--- config.mk ---
export PLATFORM = sky130hd
export DESIGN_NAME = sample_stream_tx_flat
export DESIGN_NICKNAME = d
export VERILOG_FILES = /design/src/rtl/sample_stream_tx_if.sv /design/src/rtl/sample_stream_tx.sv /design/src/flat_wrapper.sv
export SDC_FILE = /design/constraint.sdc
export NUM_CORES = 1
export LEC_CHECK = 0
export BUFFER_PORTS_ARGS = -buffer_cell sky130_fd_sc_hd__clkbuf_2
export CELL_PAD_IN_SITES_DETAIL_PLACEMENT = 1
export CELL_PAD_IN_SITES_GLOBAL_PLACEMENT = 1
export CORE_UTILIZATION = 35
export DETAILED_ROUTE_END_ITERATION = 10
export GPL_TIMING_DRIVEN = 0
export PLACE_DENSITY = 0.7
export SYNTH_ARGS = -nofsm -noshare
export SYNTH_HDL_FRONTEND = slang
export SYNTH_SLANG_ARGS = --single-unit
--- constraint.sdc ---
create_clock -name clk -period 2.6 [get_ports clk]
set_input_delay 0.13 -clock clk [delete_from_list [all_inputs] [get_ports clk]]
set_output_delay 0.13 -clock clk [all_outputs]
set_load 0.1 [all_outputs]
--- src/rtl/sample_stream_tx_if.sv ---
// Sample-in / byte-out bundle between the ADC sample path, this block and the UART.
// master = sample producer and UART side (test harness); slave = sample_stream_tx.
// Widths follow the block parameters so one instance can serve any FIFO depth.
interface sample_stream_tx_if #(
  parameter int FIFO_AW = 3,
  parameter int DECIM_W = 8
);
  logic               enable;
  logic               sample_valid;
  logic [9:0]         sample;
  logic [DECIM_W-1:0] decim;
  logic               tx_busy;
  logic               new_tx_data;
  logic [7:0]         tx_data;
  logic               overflow;
  logic [FIFO_AW:0]   fifo_level;

  modport master (
    output enable, sample_valid, sample, decim, tx_busy,
    input  new_tx_data, tx_data, overflow, fifo_level
  );

  modport slave (
    input  enable, sample_valid, sample, decim, tx_busy,
    output new_tx_data, tx_data, overflow, fifo_level
  );
endinterface

--- src/rtl/sample_stream_tx.sv ---
// Decimates 10-bit samples, buffers them and sends each as a HI/LO byte pair to a UART.
// Latency: kept sample in cycle N -> HI byte strobe in N+3, LO strobe no earlier than N+5.
// Backpressure: tx_busy stalls HI/LO; a full FIFO drops kept samples and sets sticky overflow.
module sample_stream_tx #(
  parameter int FIFO_AW = 3,
  parameter int DECIM_W = 8
) (
  input  logic              clk,
  input  logic              rst,
  sample_stream_tx_if.slave bus
);

  localparam int DEPTH = 1 << FIFO_AW;
  localparam logic [FIFO_AW:0] FULL_CNT = {1'b1, {FIFO_AW{1'b0}}};

  typedef enum logic [2:0] {
    IDLE = 3'd0,
    HI   = 3'd1,
    GAP1 = 3'd2,
    LO   = 3'd3,
    GAP2 = 3'd4
  } state_t;

  state_t state, state_nxt;

  // Decimation
  logic [DECIM_W-1:0] dcnt;
  logic               keep;

  // FIFO
  logic [9:0]         mem [DEPTH];
  logic [FIFO_AW-1:0] wr_ptr, rd_ptr;
  logic [FIFO_AW:0]   count;
  logic               full, empty, push, pop;

  // Packet holding register and sequence tag
  logic [1:0]         seq;
  logic [9:0]         hold_sample;
  logic [1:0]         hold_seq;
  logic [7:0]         hi_byte, lo_byte;

  // Output registers
  logic               new_tx_data_q, new_tx_data_nxt;
  logic [7:0]         tx_data_q, tx_data_nxt;
  logic               overflow_q;

  // A sample is kept when the decimation counter has run down to zero.
  assign keep  = bus.sample_valid & bus.enable & (dcnt == '0);
  assign full  = (count == FULL_CNT);
  assign empty = (count == '0);
  // IDLE pops whenever there is a word waiting; this frees a slot the same cycle.
  assign pop   = (state == IDLE) & ~empty;
  assign push  = keep & (~full | pop);

  // HI byte carries the resync marker in bit 7 and the sequence tag.
  assign hi_byte = {1'b1, hold_seq, hold_sample[9:5]};
  assign lo_byte = {3'b000, hold_sample[4:0]};

  // Decimation counter: reload on keep, count down on drop, parked at 0 when disabled.
  always_ff @(posedge clk) begin
    if (rst) begin
      dcnt <= '0;
    end else if (!bus.enable) begin
      dcnt <= '0;
    end else if (bus.sample_valid) begin
      if (dcnt == '0) begin
        dcnt <= bus.decim;
      end else begin
        dcnt <= dcnt - DECIM_W'(1);
      end
    end
  end

  // FIFO storage; contents need no reset because the pointers define validity.
  always_ff @(posedge clk) begin
    if (push) begin
      mem[wr_ptr] <= bus.sample;
    end
  end

  // FIFO pointers and occupancy; a simultaneous push and pop leaves count unchanged.
  always_ff @(posedge clk) begin
    if (rst) begin
      wr_ptr <= '0;
      rd_ptr <= '0;
      count  <= '0;
    end else begin
      if (push) begin
        wr_ptr <= wr_ptr + FIFO_AW'(1);
      end
      if (pop) begin
        rd_ptr <= rd_ptr + FIFO_AW'(1);
      end
      case ({push, pop})
        2'b10:   count <= count + (FIFO_AW+1)'(1);
        2'b01:   count <= count - (FIFO_AW+1)'(1);
        default: count <= count;
      endcase
    end
  end

  // Sticky overflow: a kept sample that could not be written is lost for good.
  always_ff @(posedge clk) begin
    if (rst) begin
      overflow_q <= 1'b0;
    end else if (keep && !push) begin
      overflow_q <= 1'b1;
    end
  end

  // Pop into the holding register, tagging the word with the current sequence number.
  always_ff @(posedge clk) begin
    if (rst) begin
      seq         <= 2'd0;
      hold_sample <= '0;
      hold_seq    <= 2'd0;
    end else if (pop) begin
      hold_sample <= mem[rd_ptr];
      hold_seq    <= seq;
      seq         <= seq + 2'd1;
    end
  end

  // Packet FSM: GAP states give the UART one cycle to raise tx_busy after each strobe.
  always_comb begin
    state_nxt       = state;
    new_tx_data_nxt = 1'b0;
    tx_data_nxt     = tx_data_q;
    case (state)
      IDLE: begin
        if (!empty) begin
          state_nxt = HI;
        end
      end
      HI: begin
        if (!bus.tx_busy) begin
          tx_data_nxt     = hi_byte;
          new_tx_data_nxt = 1'b1;
          state_nxt       = GAP1;
        end
      end
      GAP1: begin
        state_nxt = LO;
      end
      LO: begin
        if (!bus.tx_busy) begin
          tx_data_nxt     = lo_byte;
          new_tx_data_nxt = 1'b1;
          state_nxt       = GAP2;
        end
      end
      GAP2: begin
        state_nxt = IDLE;
      end
      default: begin
        state_nxt = IDLE;
      end
    endcase
  end

  // FSM state and registered byte strobe / data.
  always_ff @(posedge clk) begin
    if (rst) begin
      state         <= IDLE;
      new_tx_data_q <= 1'b0;
      tx_data_q     <= 8'h00;
    end else begin
      state         <= state_nxt;
      new_tx_data_q <= new_tx_data_nxt;
      tx_data_q     <= tx_data_nxt;
    end
  end

  assign bus.new_tx_data = new_tx_data_q;
  assign bus.tx_data     = tx_data_q;
  assign bus.overflow    = overflow_q;
  assign bus.fifo_level  = count;

endmodule

--- src/flat_wrapper.sv ---
// flat-port wrapper written by rule: the top's interface ports become plain ports
module sample_stream_tx_flat 
#(
  parameter int FIFO_AW = 3,
  parameter int DECIM_W = 8
)
  (clk, rst, bus_enable, bus_sample_valid, bus_sample, bus_decim, bus_tx_busy, bus_new_tx_data, bus_tx_data, bus_overflow, bus_fifo_level);
  sample_stream_tx_if #(.FIFO_AW(FIFO_AW), .DECIM_W(DECIM_W)) bus_i ();
  input  logic clk;
  input  logic rst;
  input wire logic [$bits(bus_i.enable)-1:0] bus_enable;
  input wire logic [$bits(bus_i.sample_valid)-1:0] bus_sample_valid;
  input wire logic [$bits(bus_i.sample)-1:0] bus_sample;
  input wire logic [$bits(bus_i.decim)-1:0] bus_decim;
  input wire logic [$bits(bus_i.tx_busy)-1:0] bus_tx_busy;
  output wire logic [$bits(bus_i.new_tx_data)-1:0] bus_new_tx_data;
  output wire logic [$bits(bus_i.tx_data)-1:0] bus_tx_data;
  output wire logic [$bits(bus_i.overflow)-1:0] bus_overflow;
  output wire logic [$bits(bus_i.fifo_level)-1:0] bus_fifo_level;
  assign bus_i.enable = bus_enable;
  assign bus_i.sample_valid = bus_sample_valid;
  assign bus_i.sample = bus_sample;
  assign bus_i.decim = bus_decim;
  assign bus_i.tx_busy = bus_tx_busy;
  assign bus_new_tx_data = bus_i.new_tx_data;
  assign bus_tx_data = bus_i.tx_data;
  assign bus_overflow = bus_i.overflow;
  assign bus_fifo_level = bus_i.fifo_level;
  sample_stream_tx #(.FIFO_AW(FIFO_AW), .DECIM_W(DECIM_W)) u_core (.clk(clk), .rst(rst), .bus(bus_i));
endmodule
; ---- Yosys cells after proc, flatten, opt, wreduce, memory -nomap -nowiden
; Memory sizes are Yosys's and may differ from the RTL's. A register that Yosys moved wholly into a read port is not among the register bits.
; Cells that the tools add are included.
; Widths: inputs -> output; s select.
[word_totals]
ff_bits = 35
ramBits = 80
input_bits = 23
elab_cells = 59
n_memories = 1
[classes]
n_addsub = 6
eq_ne = 9
mux = 12
n_bitwise = 9
reduce_logical = 12
[memory_table]
columns = name, words, word_bits, read_ports, rd_clocked_by_memory_dff, write_ports, line_no
row1 = u_core.mem, 8, 10, 1, 1, 1, sample_stream_tx.sv:31  ; logic [9:0] mem [DEPTH];
[ops]
columns = operator, count
row1 = $mux 8, 3
row2 = $pmux 8 s2, 1
row3 = $pmux 3 s4, 1
row4 = $mux 3, 3
row5 = $logic_not 8->1, 1
row6 = $pmux 4 s2, 1
row7 = $sub 8x1->8 const B, 1
row8 = $add 3x1->3 const B, 2
row9 = $eq 3x2->1 const B, 2
row10 = $ne 2x2->1 const B, 3
row11 = $reduce_and 3->1, 2
row12 = $reduce_or 2->1, 3
row13 = $add 4x1->4 const B, 1
row14 = $and 1x1->1, 4
row15 = $eq 4x4->1 const B, 1
row16 = $logic_not 4->1, 1
row17 = $not 1->1, 4
row18 = $reduce_bool 2->1, 2
row19 = $sub 4x1->4 const B, 1
row20 = $eq 3x1->1 const B, 1
row21 = $logic_not 3->1, 1
row22 = $mux 1, 3
row23 = $add 2x1->2 const B, 1
row24 = $eq 2x1->1 const B, 1
row25 = 4 further kinds, 4

; ---- Depth between registers and ports, before layout
[logic_depth]
ltp_word = 7
ltp_mapped = 12
depth_no_buf = 11

; ---- Least setup slack after synthesis
; OpenSTA, ideal clock, no wires.
[synth_timing]
path_kind = register -> register
startpoint = reg u_core.count[0], in the netlist u_core.bus.fifo_level[0]
endpoint = mem u_core.mem[0][0] (enable)
arrival_ns = 2.552
setup_slack_ns = -0.355
stages_incl_launch_ff = 5
path_cell_list = dfxtp_1 -> nor3_1 -> nand3_1 -> nand2_1 -> nor4_1
[synth_via]
elab_chain_len = 7
elab_cells_between_ends = 9
cone_classes = eq/ne: 1 / mux: 2 / bitwise: 5 / reduce/logical: 1
[synth_lines]
columns = element, line_no
row1 = from (decl), sample_stream_tx.sv:33  ; logic [FIFO_AW:0] count;
row2 = from (signal assigned), sample_stream_tx.sv:95  ; 2'b10: count <= count + (FIFO_AW+1)'(1);
row3 = from (signal assigned), sample_stream_tx.sv:96  ; 2'b01: count <= count - (FIFO_AW+1)'(1);
row4 = from (signal assigned), sample_stream_tx.sv:97  ; default: count <= count;
row5 = $logic_not 4->1, sample_stream_tx.sv:50  ; assign empty = (count == '0);
row6 = $not 1->1, sample_stream_tx.sv:52  ; assign pop = (state == IDLE) & ~empty;
row7 = $and 1x1->1, sample_stream_tx.sv:52
row8 = $or 1x1->1 *, sample_stream_tx.sv:53  ; assign push = keep & (~full | pop);
row9 = $and 1x1->1 *, sample_stream_tx.sv:53
row10 = $mux 1 *, sample_stream_tx.sv:76  ; if (push) begin
row11 = $mux 1 (implied by the code) *, sample_stream_tx.sv:77  ; mem[wr_ptr] <= bus.sample;
row12 = to (decl), sample_stream_tx.sv:31
; Mark *: on every way between the ends. The rest lies on a longest branch, timed or not.

; ---- Final worst setup path
[layout_timing]
startpoint = reg u_core.dcnt[1]
endpoint = reg u_core.count[3], in the netlist u_core.bus.fifo_level[3]
[layout_via]
elab_chain_len = 5
elab_cells_between_ends = 7
cone_classes = eq/ne: 2 / mux: 1 / bitwise: 2 / reduce/logical: 2
[layout_lines]
columns = element, line_no
row1 = from (decl), sample_stream_tx.sv:27  ; logic [DECIM_W-1:0] dcnt;
row2 = from (signal assigned), sample_stream_tx.sv:67  ; dcnt <= bus.decim;
row3 = from (signal assigned), sample_stream_tx.sv:69  ; dcnt <= dcnt - DECIM_W'(1);
row4 = $logic_not 8->1 *, sample_stream_tx.sv:48  ; assign keep = bus.sample_valid & bus.enable & (dcnt == '0);
row5 = $and 1x1->1 *, sample_stream_tx.sv:48
row6 = $and 1x1->1 *, sample_stream_tx.sv:53
row7 = $eq 2x1->1 or $eq 2x2->1 (tied branches), sample_stream_tx.sv:94  ; case ({push, pop})
row8 = $pmux 4 s2 or $reduce_bool 2->1 (tied branches), --
; Marked as above.
; A chain may end at the register's enable or synchronous reset.

==> reports/summary.log <==
[outcome] run status finished, final reports clean
[synth] instance count of the mapped netlist 345
[sta] setup clock skew after layout 11.0 ps
[worst_setup_path] crit-path max FO 6
[clock_network] clock tree sinks 125
[sta] Final WS setup 138 ps
[final_layout] commonest non-fill, non-tap cell in the layout sky130_fd_sc_hd__edfxtp_1
[pwr] sequential power share 36.8%
[synth] synthesized flop and latch total 125
[synth] Netlist cell types 49
[sta] Max Clock Freq 0.406 GHz
[worst_setup_path] kind of capture point of the worst setup path flop
[die] starting utilization of the core area 36.4%
[sta] Tcrit/Tclk final 94.7%
[pwr] switching power share of the total 31.4%
[synth] compound-cell area share of the yosys netlist 7.33%
[place] detailed placer's ending HPWL 7300 µm
[pwr] maximum VDD drop 0.489 mV
[die] die height 123 µm
[final_layout] Filler cells 1444
[final_layout] fraction of final layout cells sized beyond drive strength 1 32.9%
[worst_setup_path] Worst EP required 2900 ps
[final_layout] total inserted antenna cells 0
[global_route] GR Overflow Total 0
[synth] sequential cell area fraction in the yosys report 64.0%
[clock_network] clk root buf sky130_fd_sc_hd__clkbuf_16
[clock_network] number of levels the H-tree was split into 4
[route] number of nets still failing antenna checks after routing 0
[route] wire length per cell 18.3 µm
[synth] share of synthesized cell area in full adder, half adder and majority cells 1.84%
[synth] proportion of synthesized flip-flops having asynchronous set or reset 0%
[pwr] portion of total power attributed to combinational logic 27.4%
[route] routed via count divided by cell count 5.07
[die] Die Outline Area 15200 µm²
[synth] number of warnings reported in the yosys synthesis log 0
[place] Placer Congestion 0.732
[route] 1st-pass router iterations 4
[pwr] clock network power share 35.8%
[die] row count 43
[die] area of the core region 14100 µm²
[route] drt drc 0
[die] count of pins on the block boundary 37
[final_layout] most used cells in the layout excluding fill and tap cells 80 x sky130_fd_sc_hd__edfxtp_1, 39 x sky130_fd_sc_hd__dfxtp_1, 36 x sky130_fd_sc_hd__clkbuf_2
[clock_network] Clock Path Buffers 2
[synth] Synth Flop Type sky130_fd_sc_hd__edfxtp_1
[clock_network] clock edge transition at the registers on the reported setup and hold paths 60 ps
[route] DRC marker count from the first detailed-route iteration 133
[global_route] number of global-route vias before repair 3226
[sta] time the final worst path needs with I/O delays and setup 2460 ps
[global_route] initial antenna violation count 0
[global_route] maximum number of pins on one net before global-route repair 17
[sta] final number of max-transition violations 0
[synth] synthesized netlist net count 375
[sta] Setup TNS Final 0 ps
[clock_network] Clock Latency Late Sink 420 ps
[worst_setup_path] worst endpoint data arrival time 2760 ps
[global_route] first-pass GRT wire length 17600 µm
[synth] multiplexer fraction of the synthesized cell area 13.3%
[pwr] leakage power total 2.17 nW
[synth] area share of and/or/nand/nor cells after synthesis 9.73%
[sta] Worst slew margin 41.3%
[sta] number of failing setup endpoints in the final timing report 0
[die] Die Width 123 µm
[clock_network] CTS buffer count 17
[pwr] Pwr Density 1030 nW/µm²
[synth] number of synthesized flops with an enable pin 80
[global_route] GRT Util Overall 16.1%
[clock_network] CTS tree done
[worst_setup_path] kind of critical path flop to flop
[synth] Synth Cell Area 5160 µm²
[final_layout] Layout Nets 446
[sta] number of failing hold endpoints at the final stage 0
[final_layout] growth of design area from synthesis to finish 23.6%
[sta] Post-Route Hold Slack 41.8 ps
[synth] xor and xnor area share after synthesis 1.53%
[route] DRT Wirelength 11100 µm
[route] Via Count 3082
[pwr] net switching component of the power 2.05 mW
[synth] dominant combinational cell family by area after synthesis multiplexers
[worst_setup_path] Worst setup SP type flop
[place] Post-Place Setup Slack -285 ps
[synth] post-synthesis average cell area 14.9 µm²
[worst_setup_path] worst reg-to-reg setup slack 140 ps
[pwr] total internal power 4.50 mW
[sta] transition time of the tightest slew-check pin 874 ps
[flow_run] number of max-capacitance violations reported 0
[place] count of input and output buffers 36
[hold_path] min-delay worst type input port to flop
==> sequential cells by signal, summed over array words and instances, names as in the netlist <==
name	count
u_core.seq	2
u_core.bus.overflow	1
u_core.hold_sample	10
u_core.wr_ptr	3
u_core.bus.fifo_level	4
u_core.dcnt	8
u_core.bus.tx_data	8
u_core.bus.new_tx_data	1
u_core.mem	80
u_core.hold_seq	2
u_core.state	3
u_core.rd_ptr	3
==> final cells by class <==
class / instances / area [µm²] / area share (%)
Multi-Input combinational cell: 197 / 1810 / 28.4
Tap cell: 180 / 225 / 3.53
Clock inverter: 11 / 144 / 2.26
Sequential cell: 125 / 3310 / 51.9
Clock buffer: 20 / 437 / 6.85
Timing Repair Buffer: 52 / 335 / 5.26
Buffer: 17 / 92.6 / 1.45
Inverter: 6 / 22.5 / 0.353
==> through the flow <==
step,area (µm²),std cells,power (mW),util [%]
detailed placement,5650,565,4.18,39.9
floorplan,5170,345,3.81,-
global route,6370,608,6.84,45.1
global placement,5570,561,4.12,39.4
CTS,6350,607,6.59,44.9
finish,6370,608,6.55,45.1
==> path summary, 6_finish.rpt <==
kind                                    to                  start  cells past startpoint
setup / recovery  u_core.bus.fifo_level[3]         u_core.dcnt[1]                     12
hold / removal            u_core.mem[1][0]          bus_sample[0]                      1
setup reg to reg  u_core.bus.fifo_level[3]         u_core.dcnt[1]                     12
hold reg to reg      u_core.bus.tx_data[6]  u_core.bus.tx_data[6]                      2
==> per-layer routing <==
metal	global-route usage [%]	part of all wire [%]
met1	19.8	45
met2	27.0	50
met3	4.43	3.6
met4	5.65	1.1
met5	0	0
==> repair_timing <==
| action | 4_1_cts | 5_1_grt |
|---|---|---|
| setup endpoints to repair | 37 | 56 |
| buffers inserted | 3 | 1 |
| resized for setup | 7 | 3 |
| hold buffers | 8 | 0 |
| pin swaps | 3 | 3 |
| hold endpoints to repair | 58 | 0 |
==> cells in the mapped netlist (6+ instances only) <==
| master | count | area (µm²) |
|---|---|---|
| sky130_fd_sc_hd__mux2i_1 | 13 | 130 |
| sky130_fd_sc_hd__mux2_2 | 6 | 67.6 |
| sky130_fd_sc_hd__a21oi_1 | 13 | 65.1 |
| sky130_fd_sc_hd__nor3_1 | 9 | 45.0 |
| sky130_fd_sc_hd__a211oi_2 | 9 | 113 |
| sky130_fd_sc_hd__nor2_1 | 38 | 143 |
| sky130_fd_sc_hd__inv_1 | 6 | 22.5 |
| sky130_fd_sc_hd__edfxtp_1 | 80 | 2400 |
| sky130_fd_sc_hd__clkbuf_1 | 9 | 33.8 |
| sky130_fd_sc_hd__mux4_2 | 20 | 450 |
| sky130_fd_sc_hd__nand2_1 | 18 | 67.6 |
| sky130_fd_sc_hd__xnor2_1 | 6 | 52.6 |
| sky130_fd_sc_hd__dfxtp_1 | 45 | 901 |
| sky130_fd_sc_hd__ha_1 | 6 | 75.1 |
==> power by group through the flow <==
stage	combinational (mW)	sequential (mW)	clock, mW
after floorplan	1.16	2.65	0
after global placement	1.68	2.43	0
after detailed placement	1.73	2.45	0
after CTS	1.79	2.41	2.39
after global routing	1.94	2.43	2.47
final	1.79	2.41	2.35
==> cell families (layout without fill, tap and decap cells) <==
family                   count (synthesis)  in the layout
flip-flops                             125            125
XOR/XNOR                                 9              9
buffers and inverters                   23            106
AO/OA/AOI/OAI                           47             47
multiplexers                            41             41
adder cells (fa/ha/maj)                  7              7
AND/OR/NAND/NOR                         93             93
==> worst max-delay path: stages, from the launching register on <==
cell	delay, ps
sky130_fd_sc_hd__dfxtp_2	320
sky130_fd_sc_hd__inv_1	80
sky130_fd_sc_hd__ha_2	210
sky130_fd_sc_hd__nor2b_4	160
sky130_fd_sc_hd__and4_1	220
sky130_fd_sc_hd__buf_6	140
sky130_fd_sc_hd__nor3_4	40
sky130_fd_sc_hd__ha_1	310
sky130_fd_sc_hd__a21o_1	190
sky130_fd_sc_hd__a21oi_2	140
sky130_fd_sc_hd__nor2_1	60
sky130_fd_sc_hd__a22oi_2	150
sky130_fd_sc_hd__mux2_4	310
(Power assumes the default switching activity.)
